### config.mk
export PLATFORM = sky130hd
export DESIGN_NAME = player_input_conditioner
export DESIGN_NICKNAME = d
export VERILOG_FILES = /design/src/rtl/player_input_conditioner_pkg.sv /design/src/rtl/player_input_conditioner_debounce.sv /design/src/rtl/player_input_conditioner.sv
export SDC_FILE = /design/constraint.sdc
export NUM_CORES = 1
export LEC_CHECK = 0
export CORE_MARGIN = 2
export CORE_UTILIZATION = 45
export CTS_CLUSTER_DIAMETER = 200
export CTS_CLUSTER_SIZE = 20
export DETAILED_ROUTE_END_ITERATION = 10
export GPL_ROUTABILITY_DRIVEN = 0
export GPL_TIMING_DRIVEN = 0
export HOLD_SLACK_MARGIN = 0.02
export SLEW_MARGIN = 30
export SYNTH_ARGS = -nofsm -noshare
export SYNTH_HDL_FRONTEND = slang
export SYNTH_SLANG_ARGS = --single-unit
export TNS_END_PERCENT = 50
### constraint.sdc
create_clock -name clk50mhz -period 6.6 [get_ports clk50mhz]
set_clock_uncertainty 0.05 [all_clocks]
set_input_delay 0.99 -clock clk50mhz [delete_from_list [all_inputs] [get_ports clk50mhz]]
set_output_delay 0.99 -clock clk50mhz [all_outputs]
set_load 0.01 [all_outputs]
### src/rtl/player_input_conditioner_pkg.sv
// Shared button map for the player input path and the VGA game core.
package player_input_conditioner_pkg;

    // Bit position of each button inside one player's 4-bit group
    localparam int BTN_LEFT        = 0;
    localparam int BTN_RIGHT       = 1;
    localparam int BTN_UP          = 2;
    localparam int BTN_SHOT        = 3;
    localparam int BTNS_PER_PLAYER = 4;
    localparam int NUM_PLAYERS     = 2;

    // Total raw button lines; player p owns [4p+3:4p]
    localparam int NUM_BTNS = BTNS_PER_PLAYER * NUM_PLAYERS;

endpackage

### src/rtl/player_input_conditioner_debounce.sv
// Single-button conditioner: two-flop synchroniser, persistence counter and
// accepted (stable) level. rise is a one-cycle pulse in the first cycle the
// accepted level reads 1.
module btn_debounce #(
    parameter int DEBOUNCE_CYCLES = 500000,
    parameter int CNT_W           = 19
) (
    input  logic clk50mhz,
    input  logic reset,
    input  logic btn_async,
    output logic stable,
    output logic rise
);

    localparam logic [CNT_W-1:0] CNT_LAST = CNT_W'(DEBOUNCE_CYCLES - 1);

    logic             sync0;
    logic             sync1;
    logic [CNT_W-1:0] cnt;
    logic             differ;
    logic             accept;

    assign differ = (sync1 != stable);
    assign accept = differ && (cnt == CNT_LAST);

    // Two-flop synchroniser for the asynchronous button level
    always_ff @(posedge clk50mhz) begin
        // NOTE: sequential state is always assigned with <= so every flop samples
        // the pre-edge value of its neighbours; = here would collapse the two
        // synchroniser stages into one.
        if (reset) begin
            // Reset to "pressed" so a button held through reset never looks like
            // a fresh press once the chain fills with real samples.
            sync0 <= 1'b1;
            sync1 <= 1'b1;
        end else begin
            sync0 <= btn_async;
            sync1 <= sync0;
        end
    end

    // Persistence counter and accepted level; the counter clears whenever the
    // synced level agrees, so only an unbroken run can reach CNT_LAST
    always_ff @(posedge clk50mhz) begin
        if (reset) begin
            cnt    <= '0;
            stable <= 1'b1;
            rise   <= 1'b0;
        end else begin
            rise <= accept & sync1;
            if (!differ) begin
                cnt <= '0;
            end else if (accept) begin
                stable <= sync1;
                cnt    <= '0;
            end else begin
                // Cannot pass CNT_LAST: reaching it while unequal always accepts
                cnt <= cnt + 1'b1;
            end
        end
    end

endmodule

### src/rtl/player_input_conditioner.sv
// Front end of the VGA game core: debounces both players' buttons, resolves
// left+right conflicts and turns up/shot presses into one-frame requests.
module player_input_conditioner
    import player_input_conditioner_pkg::*;
#(
    parameter int DEBOUNCE_CYCLES = 500000,
    parameter int CNT_W           = 19
) (
    input  logic                   clk50mhz,
    input  logic                   reset,
    input  logic [NUM_BTNS-1:0]    btn_raw,
    input  logic                   frame_tick,
    output logic [NUM_PLAYERS-1:0] left_o,
    output logic [NUM_PLAYERS-1:0] right_o,
    output logic [NUM_PLAYERS-1:0] up_o,
    output logic [NUM_PLAYERS-1:0] shot_o,
    output logic [NUM_BTNS-1:0]    stable_o
);

    // Settle counter parks at SETTLE_LAST; outputs may load real values from
    // the edge on which it reaches SETTLE_LAST onwards.
    localparam logic [CNT_W-1:0] SETTLE_LAST = CNT_W'(DEBOUNCE_CYCLES + 4);
    localparam logic [CNT_W-1:0] SETTLE_OPEN = CNT_W'(DEBOUNCE_CYCLES + 3);

    logic [CNT_W-1:0]       settle_cnt;
    logic                   settle_open;
    logic [NUM_BTNS-1:0]    stable;
    logic [NUM_BTNS-1:0]    rise;
    logic [NUM_PLAYERS-1:0] left_n;
    logic [NUM_PLAYERS-1:0] right_n;
    logic [NUM_PLAYERS-1:0] up_rise;
    logic [NUM_PLAYERS-1:0] shot_rise;
    logic [NUM_PLAYERS-1:0] up_pend;
    logic [NUM_PLAYERS-1:0] shot_pend;

    assign settle_open = (settle_cnt >= SETTLE_OPEN);

    // Settle counter from reset release, saturating at SETTLE_LAST
    always_ff @(posedge clk50mhz) begin
        if (reset) begin
            settle_cnt <= '0;
        end else if (settle_cnt != SETTLE_LAST) begin
            settle_cnt <= settle_cnt + 1'b1;
        end
    end

    for (genvar b = 0; b < NUM_BTNS; b++) begin : g_btn
        btn_debounce #(
            .DEBOUNCE_CYCLES(DEBOUNCE_CYCLES),
            .CNT_W          (CNT_W)
        ) u_debounce (
            .clk50mhz (clk50mhz),
            .reset    (reset),
            .btn_async(btn_raw[b]),
            .stable   (stable[b]),
            .rise     (rise[b])
        );
    end

    for (genvar p = 0; p < NUM_PLAYERS; p++) begin : g_player
        localparam int BASE = p * BTNS_PER_PLAYER;

        // Opposing directions cancel: both held means no movement
        assign left_n[p]    = stable[BASE + BTN_LEFT]  & ~stable[BASE + BTN_RIGHT];
        assign right_n[p]   = stable[BASE + BTN_RIGHT] & ~stable[BASE + BTN_LEFT];
        assign up_rise[p]   = rise[BASE + BTN_UP];
        assign shot_rise[p] = rise[BASE + BTN_SHOT];

        // Movement buttons are consumed as levels; their press pulses are not needed
        logic unused_move_rise;
        assign unused_move_rise = rise[BASE + BTN_LEFT] ^ rise[BASE + BTN_RIGHT];
    end

    // Registered outputs, pending request flags and frame-aligned requests;
    // everything is held at 0 until the settle window closes
    always_ff @(posedge clk50mhz) begin
        if (reset || !settle_open) begin
            left_o    <= '0;
            right_o   <= '0;
            up_o      <= '0;
            shot_o    <= '0;
            stable_o  <= '0;
            up_pend   <= '0;
            shot_pend <= '0;
        end else begin
            left_o   <= left_n;
            right_o  <= right_n;
            stable_o <= stable;
            if (frame_tick) begin
                // A press landing on the tick itself joins the frame now starting
                up_o      <= up_pend | up_rise;
                shot_o    <= shot_pend | shot_rise;
                up_pend   <= '0;
                shot_pend <= '0;
            end else begin
                up_pend   <= up_pend | up_rise;
                shot_pend <= shot_pend | shot_rise;
            end
        end
    end

endmodule

# ---- After elaboration in Yosys (flattened, before gate mapping)
# Index checks and enable logic that the tools add are counted.
dict set report op_classes {
  add_sub_neg 9
  mul 0
  div_mod_pow 0
  eq_ne 17
  bitwise_logic 22
  magnitude_cmp 1
  mux 0
  reduce_logical 27
  shift 0
}
# cell count
set ops {}
lappend ops {{19-bit by 1-bit adder with 19-bit output, second input constant} 9}
lappend ops {{19-bit == test, second input constant} 8}
lappend ops {{3-bit OR reduction} 8}
lappend ops {{19-bit greater-or-equal comparator, second input constant} 1}
lappend ops {{19-bit inequality test, second input constant} 1}
lappend ops {{2-bit AND reduction} 8}
lappend ops {{1-bit NOT} 12}
lappend ops {{1-bit AND} 8}
lappend ops {{1-bit logical AND} 8}
lappend ops {{1-bit inequality test} 8}
lappend ops {{2-bit OR} 2}
lappend ops {{2-bit OR reduction} 1}
lappend ops {{1-bit zero test} 1}
lappend ops {{1-bit logical OR} 1}
dict set report word_totals {
  n_memories 0
  latch_bits 0
  mem_bits_rw 0
  regBits 219
  elab_cells 120
  out_inout_bits 16
  rom_bits 0
}

# ---- Longest topological paths before layout
# Gate-level depths: netlist of run 1.
dict set report logic_depth {
  depth_word 4
  ltp_mapped 7
  ltp_nobuf 5
}

# ---- Modules after synthesis
# A second synthesis of run 1 with hierarchy kept.
dict set report hier_totals {
  cells_unflattened 1050
  hier_area_um2 9577.9
}
# mod cells_per_inst instances area_each_um2
set modules_own_cells {}
lappend modules_own_cells {btn_debounce 108 8 984.7}
lappend modules_own_cells {player_input_conditioner 186 1 1700.4}

# ---- Worst setup path before layout of run 1
# OpenSTA, ideal clock, no wires.
dict set report synth_timing {
  path_type {reg2reg}
  start {register g_btn[2].u_debounce.cnt[9]}
  end {register g_btn[2].u_debounce.cnt[10]}
  required_ps 6435
  t_arrival_ps 2030
  n_path_buf 1
  path_stages_with_launch 6
  setup_slack_ps 4405
  path_cell_list {dfxtp_1 > or4b_2 > or4_1 > o21bai_2 > buf_4 > nor2_1}
}
dict set report synth_between {
  elab_chain_cells 3
  elab_cells_between_ends 4
  cone_classes {add/sub: 1; eq/ne: 1; reduce/logical: 2}
}
# item line
set synth_rtl {}
lappend synth_rtl {{start: declaration} player_input_conditioner_debounce.sv:19} ;# logic [CNT_W-1:0] cnt;
lappend synth_rtl {{start signal: assignment} player_input_conditioner_debounce.sv:58} ;# cnt <= cnt + 1'b1;
lappend synth_rtl {{branches (longest 3 deep; another with 19-bit by 1-bit adder with 19-bit output)} n/a}
# Parallel ways; which one is timed is not known.
# A chain may end at the register's enable or synchronous reset.

# ---- Worst setup path after layout of run 1
dict set report layout_timing {
  start {input reset}
  end {register g_btn[1].u_debounce.cnt[9]}
}
dict set report layout_between {
  elab_chain_cells 1
}
# item line
set layout_rtl {}
lappend layout_rtl {{start: declaration} player_input_conditioner.sv:10} ;# input logic reset,
lappend layout_rtl {{3-bit OR reduction (no line)} n/a}
lappend layout_rtl {{end signal: assignment} player_input_conditioner_debounce.sv:58}
lappend layout_rtl {{end: declaration} player_input_conditioner_debounce.sv:19}
# No other way between the ends.

==> results of run 1 <==
-- state kept, by name, summed over array words and instances (netlist names), 4 cells and up --
signal                   flops
g_btn.u_debounce.stable      8
g_btn.u_debounce.rise        4
g_btn.u_debounce.sync0       8
g_btn.u_debounce.cnt       152
settle_cnt                  19
stable_o                     8
g_btn.u_debounce.sync1       8
-- stage by stage --
| stage | power, mW | instance area [um2] | hold WS [ns] | instances |
|---|---|---|---|---|
| final | 2.21 | 10500 | 0.360 | 1390 |
| after global routing | 2.30 | 10500 | 0.380 | 1390 |
| after CTS | 2.25 | 10500 | 0.367 | 1390 |
| after detailed placement | 1.41 | 10100 | 0.347 | 1374 |
| after global placement | 1.41 | 10100 | 0.342 | 1374 |
| after floorplan | 1.39 | 9480 | 0.339 | 1073 |
-- routing by layer --
| metal | wire (um) | share of wire, % | global-route usage [%] |
|---|---|---|---|
| met1 | 9290 | 49 | 23.8 |
| met2 | 8850 | 47 | 29.8 |
| met3 | 562 | 3.0 | 2.29 |
| met4 | 235 | 1.2 | 3.10 |
| met5 | 0 | 0 | 0 |
-- worst max-delay path: stages --
cell and delay (ns):
clkdlybuf4s50_1 0.51, inv_1 0.28, clkbuf_1 0.52, nand2_1 0.20
o21bai_1 0.36, clkbuf_1 0.30, nor2_1 0.16
-- placed cells by master (no fill, tap or decap), types with 10 or more instances in the layout --
cell             count
or3_1               27
a21oi_1             50
xor2_1              59
nand4_1             49
and3_1              10
nor4_1              30
o21ai_0             35
ha_1                10
or4_1               26
nand2_1             75
or2_2               20
nand3_1             66
xnor2_1             59
nor3_1              18
clkbuf_1            33
clkdlybuf4s50_1     26
nor2_1             142
clkbuf_16           15
and4_1              18
inv_1               29
dfxtp_1            219
o31ai_1             18
-- kinds of logic after synthesis --
kind of cell / synth area share, %
muxes: 0.119
buffers and inverters: 3.01
xor gates and xnor gates: 10.9
and+or+nand+nor: 28.8
AOI/OAI and AO/OA: 9.56
DFF: 46.3
adders and majority gates: 1.32
-- area by class of cell --
| type | instances | area share, % |
|---|---|---|
| multi-input combinational | 784 | 46.0 |
| clock buffer | 16 | 3.62 |
| sequential | 219 | 41.9 |
| tap | 275 | 3.29 |
| inverter | 29 | 1.04 |
| timing repair buffer | 26 | 2.49 |
| buffer | 41 | 1.69 |
-- worst max-delay path by stage --
stage | from | endpoint | slack, ns | cells past startpoint
2_1_floorplan | g_btn[2].u_debounce.cnt[9] | g_btn[2].u_debounce.cnt[10] | 4.41 | 5
3_3_place_gp | reset | g_btn[1].u_debounce.cnt[6] | 3.18 | 7
3_5_place_dp | reset | g_btn[4].u_debounce.cnt[9] | 3.14 | 6
4_1_cts | reset | g_btn[1].u_debounce.cnt[9] | 3.64 | 7
5_1_grt | reset | g_btn[0].u_debounce.cnt[9] | 3.43 | 7
6_report | reset | g_btn[1].u_debounce.cnt[9] | 3.63 | 7
-- power breakdown --
| group | leakage, nW | internal, mW | switching [mW] |
|---|---|---|---|
| registers | 1.77 | 1.33 | 0.00489 |
| clock network | 0.186 | 0.407 | 0.426 |
| logic | 1.12 | 0.0163 | 0.0291 |
| total | 3.07 | 1.75 | 0.460 |
==> out/metrics.csv, run 1 <==
metric,value,unit
status,"finished, final reports clean",
h-tree-depth,1,
worst_pin_slew,0.763,ns
ys_seq_area_share,46.3,%
synth_most_common_cell,dfxtp_1,
reg2regPathDepth,7,
hold_violations,0,
rsz0062_at_grt,false,
drive_gt1_share,4.93,%
ioPinCount,27,
dr.pass1.iters,4,
ctsHoldBuffers,0,
drc,0,
setup_slack,3.63,ns
yosys_warnings,0,
crit_path_start_kind,input pin,
hp-class,flip-flop to flip-flop,
ant_nets,0,
syn_to_final_growth,10.4,%
hold_end,g_btn[5].u_debounce.sync1,
maxCapViolCount,0,
crit_fanout,10,
timing.final.crit_share,45.0,%
regArea,0.00438,mm2
clock_latency,0.47,ns
clock_path_buffers,3,
synth_edf_count,0,
synth.top_cell.area_share,46.3,%
cts_tree,done,
cts-root-buf,clkbuf_16,
place_hpwl,13500,um
setup_tns,0,ns
netlist_top_cells_count,"219 x dfxtp_1, 142 x nor2_1, 75 x nand2_1, 66 x nand3_1",
vias,7445,
fin_crit,2.97,ns
cts_resized,0,
r2r_end,g_btn[6].u_debounce.cnt[6],
grt_pass1_wl,32400,um
avgSynthCellArea,8.83,um2
die_w,149,um
fillCellCount,2065,
grt_pass1_vias,6880,
power.density,211,mW/mm2
rows,53,
core_area,0.0208,mm2
vdd_ir_drop_max,148,uV
path_class,input pin to flip-flop,
initial_core_util,45.5,%
numCtsBuffers,14,
nNetsFinal,1136,
syn_inst,1073,
holdCritStartpoint,g_btn[5].u_debounce.sync0,
cts_setup_buffers,0,
r2r_setup_slack,4.06,ns
antennaDiodeCount,0,
synth_cell_type_count,50,
cts_sinks,219,
dieHeight,149,um
maxSlewViolCount,0,
grt_max_degree,21,
clock.fmax,0.336,GHz
cp-end-kind,flip-flop,
dp_slack,3.14,ns
syn_nets,1094,
drt-wirelength-per-cell,13.6,um
async_reset_ff_share,0,%
holdPathStages,1,
reg2reg_from,g_btn[6].u_debounce.cnt[0],
p_leak,3.07,nW
final-setup-viol-count,0,
via_per_inst,5.36,
drtIter0Drc,366,
antenna_found_initial,0,
multiInputGateArea,0.00481,mm2
grtUsageTotal,17.4,%
ys_ff_latch,219,
synth_area_leaders,"dfxtp_1 46%, nor2_1 5.6%, xnor2_1 5.5%",
ys.flop_type,dfxtp_1,
routed_wirelength,18900,um
utilization,50.2,%
cp_data_arrival_time,3.32,ns
netlist_area,0.00948,mm2
port_buffers,26,
yosys.area.top_type,dfxtp_1,
dieArea,0.0222,mm2
critPathRequiredTime,6.95,ns
slew_headroom,48.9,%
grt-ovfl-total,0,
clk_pin_slew,0.09,ns
Note: power is estimated with default switching activity, not from simulation.
==> run 2: changes to the inputs <==
Clock period 6.6 ns to 2.5 ns, I/O delays scaled along.
==> run 2 against run 1 <==
- non-clock buffer count stayed put
- setup slack got worse by 3.5 ns
- critical path depth down 2
==> out/metrics.csv, run 2 (synthesis results as in run 1) <==
metric,value,unit,change
status,"finished, final reports clean",,
utilization,50.5,%,+0.21 points
reg_top3,"g_btn.u_debounce.cnt x152, settle_cnt x19",,
vdd_ir_drop_max,388,uV,+160%
hold_violations,0,,unchanged
grt-ovfl-total,0,,unchanged
fin_crit,2.38,ns,
clock.fmax,0.420,GHz,
maxCapViolCount,0,,unchanged
die_w,149,um,unchanged
grt_pass1_wl,32400,um,unchanged
drtIter0Drc,386,,+5.5%
power.density,555,mW/mm2,+160%
vias,7442,,-0.040%
cp-end-kind,flip-flop,,
hold_end,g_btn[5].u_debounce.sync1,,
final_cell_mix,"219 x dfxtp_1, 142 x nor2_1, 75 x nand2_1",,
clock_path_buffers,3,,unchanged
final_cell_count_no_fill,1390,,unchanged
setup_tns,0,ns,unchanged
power,5.83,mW,+160%
reg2regPathDepth,5,,-2
crit_fanout,10,,unchanged
rows,53,,unchanged
worst_pin_slew,0.763,ns,+0.00000823 ns
final-setup-viol-count,0,,unchanged
syn_to_final_growth,10.8,%,
port_buffers,26,,unchanged
drc,0,,unchanged
cts_sinks,219,,unchanged
final_common_cell,dfxtp_1,,
place_inst,1374,,unchanged
worstPathCellList,"or4_4, o311ai_0, a211o_1, clkbuf_1, a211oi_2",,
grt_max_degree,21,,unchanged
largest_register_ffs,152,,unchanged
place_hpwl,13500,um,unchanged
antennaDiodeCount,0,,unchanged
dr.pass1.iters,5,,+1
ioPinCount,27,,unchanged
r2r_setup_slack,0.12,ns,-3.94 ns
core_area,0.0208,mm2,unchanged
cts-root-buf,clkbuf_16,,
numCtsBuffers,14,,unchanged
nNetsFinal,1136,,unchanged
ctsHoldBuffers,0,,unchanged
antenna_found_initial,0,,unchanged
largest_register,g_btn.u_debounce.cnt,,
p_leak,3.09,nW,+0.66%
drive_gt1_share,6.01,%,+1.1 points
multiInputGateArea,0.00485,mm2,+0.78%
timing.final.crit_share,95.1,%,
h-tree-depth,1,,unchanged
slowest_delay,0.57,ns,+0.05 ns
dieArea,0.0222,mm2,unchanged
critPathRequiredTime,2.77,ns,-4.18 ns
grt_pass1_vias,6880,,unchanged
rsz0062_at_grt,true,,
regArea,0.00438,mm2,unchanged
holdCritStartpoint,g_btn[5].u_debounce.sync0,,
reg2reg_from,settle_cnt[3],,
dieHeight,149,um,unchanged
via_per_inst,5.35,,about the same
clock_latency,0.47,ns,about the same
cts_tree,done,,
initial_core_util,45.5,%,unchanged
cp_data_arrival_time,2.65,ns,-0.67 ns
cts_setup_buffers,0,,unchanged
path_class,flip-flop to flip-flop,,
drt-wirelength-per-cell,13.7,um,+0.29%
grtUsageTotal,17.4,%,unchanged
hp-class,flip-flop to flip-flop,,
maxSlewViolCount,0,,unchanged
routed_wirelength,19000,um,+0.29%
fillCellCount,2061,,-0.19%
cts_resized,3,,+3
r2r_end,left_o[0],,
clk_pin_slew,0.08,ns,about the same
slew_headroom,48.9,%,about the same
holdPathStages,1,,unchanged
crit_path_top_delay_cell,or4_4,,
ant_nets,0,,unchanged
crit_path_start_kind,flip-flop,,
run 2: final cells by class:
type / count / share of cell area [%]
multi-input combinational: 784 / 46.1
sequential: 219 / 41.7
clock buffer: 16 / 3.61
tap: 275 / 3.28
timing repair buffer: 26 / 2.48
buffer: 41 / 1.74
inverter: 29 / 1.04
run 2: critical path: cells and delay by family (launching register included):
family                 cells  cell delay [ns]
AO/OA/AOI/OAI              3             0.71
buffers and inverters      1             0.52
flip-flops                 1             0.37
AND/OR/NAND/NOR            1             0.57
run 2: metrics by stage:
step           worst slack, ns  area, um2  hold slack, ns
2_1_floorplan            0.305       9480           0.339
3_3_place_gp            -0.309      10100           0.342
3_5_place_dp            -0.341      10100           0.347
4_1_cts                 0.0116      10500           0.367
5_1_grt                -0.0724      10500           0.380
6_report                 0.122      10500           0.360
run 2: metal layers:
metal	vias up	GRT usage (%)	wire (um)
li1	3904	-	-
met1	3441	23.8	9320
met5	-	0	0
met3	17	2.29	535
met4	0	3.10	235
met2	80	29.8	8900
run 2: worst max path at each step:
stage                                        to  slack, ns                         from  depth (start not counted)
global placement     g_btn[1].u_debounce.cnt[6]      -0.31                        reset                          7
finish                                left_o[0]       0.12                settle_cnt[3]                          5
detailed placement   g_btn[4].u_debounce.cnt[9]      -0.34                        reset                          6
CTS                  g_btn[1].u_debounce.cnt[9]       0.01  g_btn[1].u_debounce.cnt[15]                          5
floorplan           g_btn[2].u_debounce.cnt[10]       0.31   g_btn[2].u_debounce.cnt[9]                          5
global route         g_btn[4].u_debounce.cnt[9]      -0.07   g_btn[4].u_debounce.cnt[0]                          6
run 2: power by group:
group	leakage, nW	switching [mW]	internal, mW
clock network	0.186	1.12	1.07
logic	1.14	0.0774	0.0450
registers	1.77	0.0129	3.50
total	3.09	1.21	4.62
==> run 3: changes to the inputs <==
Settings changed: CORE_UTILIZATION 45 to 35.
==> run 3 against run 2 <==
- clock-buffer cell count unchanged
- final cell count rose by 5.0%
- final area increased by 1.1%
- first-iteration DRC count increased by 0.78%
- highest routed layer is now met5
- non-clock buffer count grew 3
- clock power grew 2%
- global-route usage shrank 3.4 points
- power increased by 0.84%
- critical endpoint is now g_btn[2].u_debounce.cnt[7]
- largest cell class unchanged
- core utilization fell by 11 points
- largest power group unchanged
- combinational power about the same
- critical path type unchanged
- register-to-register slack gained 0.05 ns
- fmax is 1.9% higher
==> out/metrics.csv, run 3 (synthesis results as in run 1) <==
metric,value,unit,change
syn_to_final_growth,12.0,%,
worstPathCellList,"or4b_2, or4_1, o21bai_4, buf_4, nor2_1",,
holdWs,0.358,ns,-0.00193 ns
drive_gt1_share,6.26,%,+0.25 points
worst_pin_slew,0.660,ns,-0.103 ns
fin_crit,2.33,ns,-0.0451 ns
crit_path_top_delay_cell,or4b_2,,
utilization,39.6,%,-11 points
grt_pass1_wl,34000,um,+4.8%
reg2regPathDepth,5,,unchanged
path_class,flip-flop to flip-flop,,
hp-class,flip-flop to flip-flop,,
grt-ovfl-total,0,,unchanged
p_leak,3.11,nW,+0.50%
drtIter0Drc,389,,+0.78%
cts_sinks,219,,unchanged
nNetsFinal,1139,,+0.26%
path_delay_family,simple AND/OR/NAND/NOR gates,,
cp_num_buf_inv,1,,unchanged
ioPinCount,27,,unchanged
reg_top3,"g_btn.u_debounce.cnt x152, settle_cnt x19",,
via_per_inst,5.20,,-2.9%
clock_path_buffers,3,,unchanged
routed_wirelength,19500,um,+2.9%
setup_slack,0.167,ns,+0.0451 ns
status,"finished, final reports clean",,
cts_tree,done,,
grt_pass1_vias,7150,,+3.9%
drt-wirelength-per-cell,13.4,um,-1.9%
largest_register,g_btn.u_debounce.cnt,,
antenna_found_initial,1,,+1
cp-end-kind,flip-flop,,
final-setup-viol-count,0,,unchanged
antennaDiodeCount,0,,unchanged
dp_slack,-0.465,ns,-0.124 ns
maxCapViolCount,0,,unchanged
p_seq_share,59.8,%,-0.5 points
slowest_delay,0.67,ns,+0.10 ns
crit_fanout,10,,unchanged
port_buffers,26,,unchanged
clock_latency,0.47,ns,about the same
holdPathStages,1,,unchanged
hold_end,g_btn[6].u_debounce.sync1,,
initial_core_util,35.4,%,-10 points
grt_max_degree,21,,unchanged
dieArea,0.0284,mm2,+28%
place_hpwl,13800,um,+2.4%
clk_pin_slew,0.08,ns,about the same
power.density,554,mW/mm2,-0.24%
sw_frac_of_total,21.3,%,+0.60 points
pwr-share-comb,2.1,%,about the same
vdd_ir_drop_max,410,uV,+5.9%
crit_path_start_kind,flip-flop,,
maxSlewViolCount,0,,unchanged
dr.pass1.iters,5,,unchanged
rows,60,,+13%
holdCritStartpoint,g_btn[6].u_debounce.sync0,,
final_common_cell,dfxtp_1,,
cts-root-buf,clkbuf_16,,
largest_register_ffs,152,,unchanged
reg2reg_from,g_btn[2].u_debounce.cnt[9],,
hold_violations,0,,unchanged
h-tree-depth,1,,unchanged
ant_nets,0,,unchanged
clock.fmax,0.429,GHz,+1.9%
p_sw,1.26,mW,+3.7%
power,5.88,mW,+0.84%
drc,0,,unchanged
final_cell_mix,"219 x dfxtp_1, 142 x nor2_1, 75 x nand2_1",,
numCtsBuffers,14,,unchanged
critPathRequiredTime,2.82,ns,+0.05 ns
r2r_end,g_btn[2].u_debounce.cnt[7],,
r2r_setup_slack,0.17,ns,+0.05 ns
cp_data_arrival_time,2.66,ns,about the same
die_w,169,um,+13%
dieHeight,169,um,+13%
p_clk_share,38.1,%,+0.5 points
timing.final.crit_share,93.3,%,-1.8 points
grtUsageTotal,14.0,%,-3.4 points
vias,7588,,+2.0%
slew_headroom,56.0,%,+7.1 points
rsz0062_at_grt,true,,
cell_internal_pwr,4.63,mW,about the same
core_area,0.0268,mm2,+29%
## run 3: cell types whose count changed in the layout (fill, tap and decap cells not counted)
cell / previous run / this run
a211oi_2: 1 / 0
o21bai_2: 5 / 4
nor4b_2: 0 / 1
buf_2: 3 / 4
o21bai_4: 1 / 2
buf_4: 1 / 4
clkbuf_2: 5 / 4
a211oi_1: 6 / 7
nor4b_1: 9 / 8
## run 3: worst max-delay path by stage
| stage | start | endpoint | cells past startpoint |
|---|---|---|---|
| floorplan | g_btn[2].u_debounce.cnt[9] | g_btn[2].u_debounce.cnt[10] | 5 |
| global placement | reset | g_btn[4].u_debounce.cnt[10] | 6 |
| detailed placement | reset | g_btn[4].u_debounce.cnt[11] | 6 |
| CTS | g_btn[4].u_debounce.cnt[0] | g_btn[4].u_debounce.cnt[11] | 6 |
| global route | settle_cnt[0] | right_o[0] | 7 |
| finish | g_btn[2].u_debounce.cnt[9] | g_btn[2].u_debounce.cnt[7] | 5 |
## run 3: metal layers
layer  routed length (um)  GRT usage (%)
met1                 9820           19.0
met2                 8700           23.4
met3                  732           2.57
met4                  274           2.55
met5                   13              0
## run 3: what timing repair did
item	in CTS	in global routing
pin swaps	0	1
endpoints found under the setup margin	30	84
gates resized for setup	3	15
setup buffers	0	3
hold buffers	0	0
## run 3: power groups by stage
stage	combinational [mW]	sequential, mW	clock, mW
final	0.125	3.52	2.24
after global routing	0.140	3.52	2.46
after CTS	0.123	3.52	2.33
after detailed placement	0.122	3.60	0
after global placement	0.122	3.60	0
after floorplan	0.0741	3.60	0
## run 3: area by class of cell
type                       count  area (um2)
buffer                        41         183
clock buffer                  16         379
fill                        2696       16200
inverter                      29         109
multi-input combinational    784        4850
sequential                   219        4380
tap                          341         427
timing repair buffer          29         283
## run 3: per-stage QoR
step | instances | TNS [ns] | cell area, um2
floorplan | 1073 | 0 | 9480
global placement | 1440 | -19.71 | 10200
detailed placement | 1440 | -20.08 | 10200
CTS | 1456 | 0 | 10600
global route | 1459 | -0.00464 | 10600
finish | 1459 | 0 | 10600
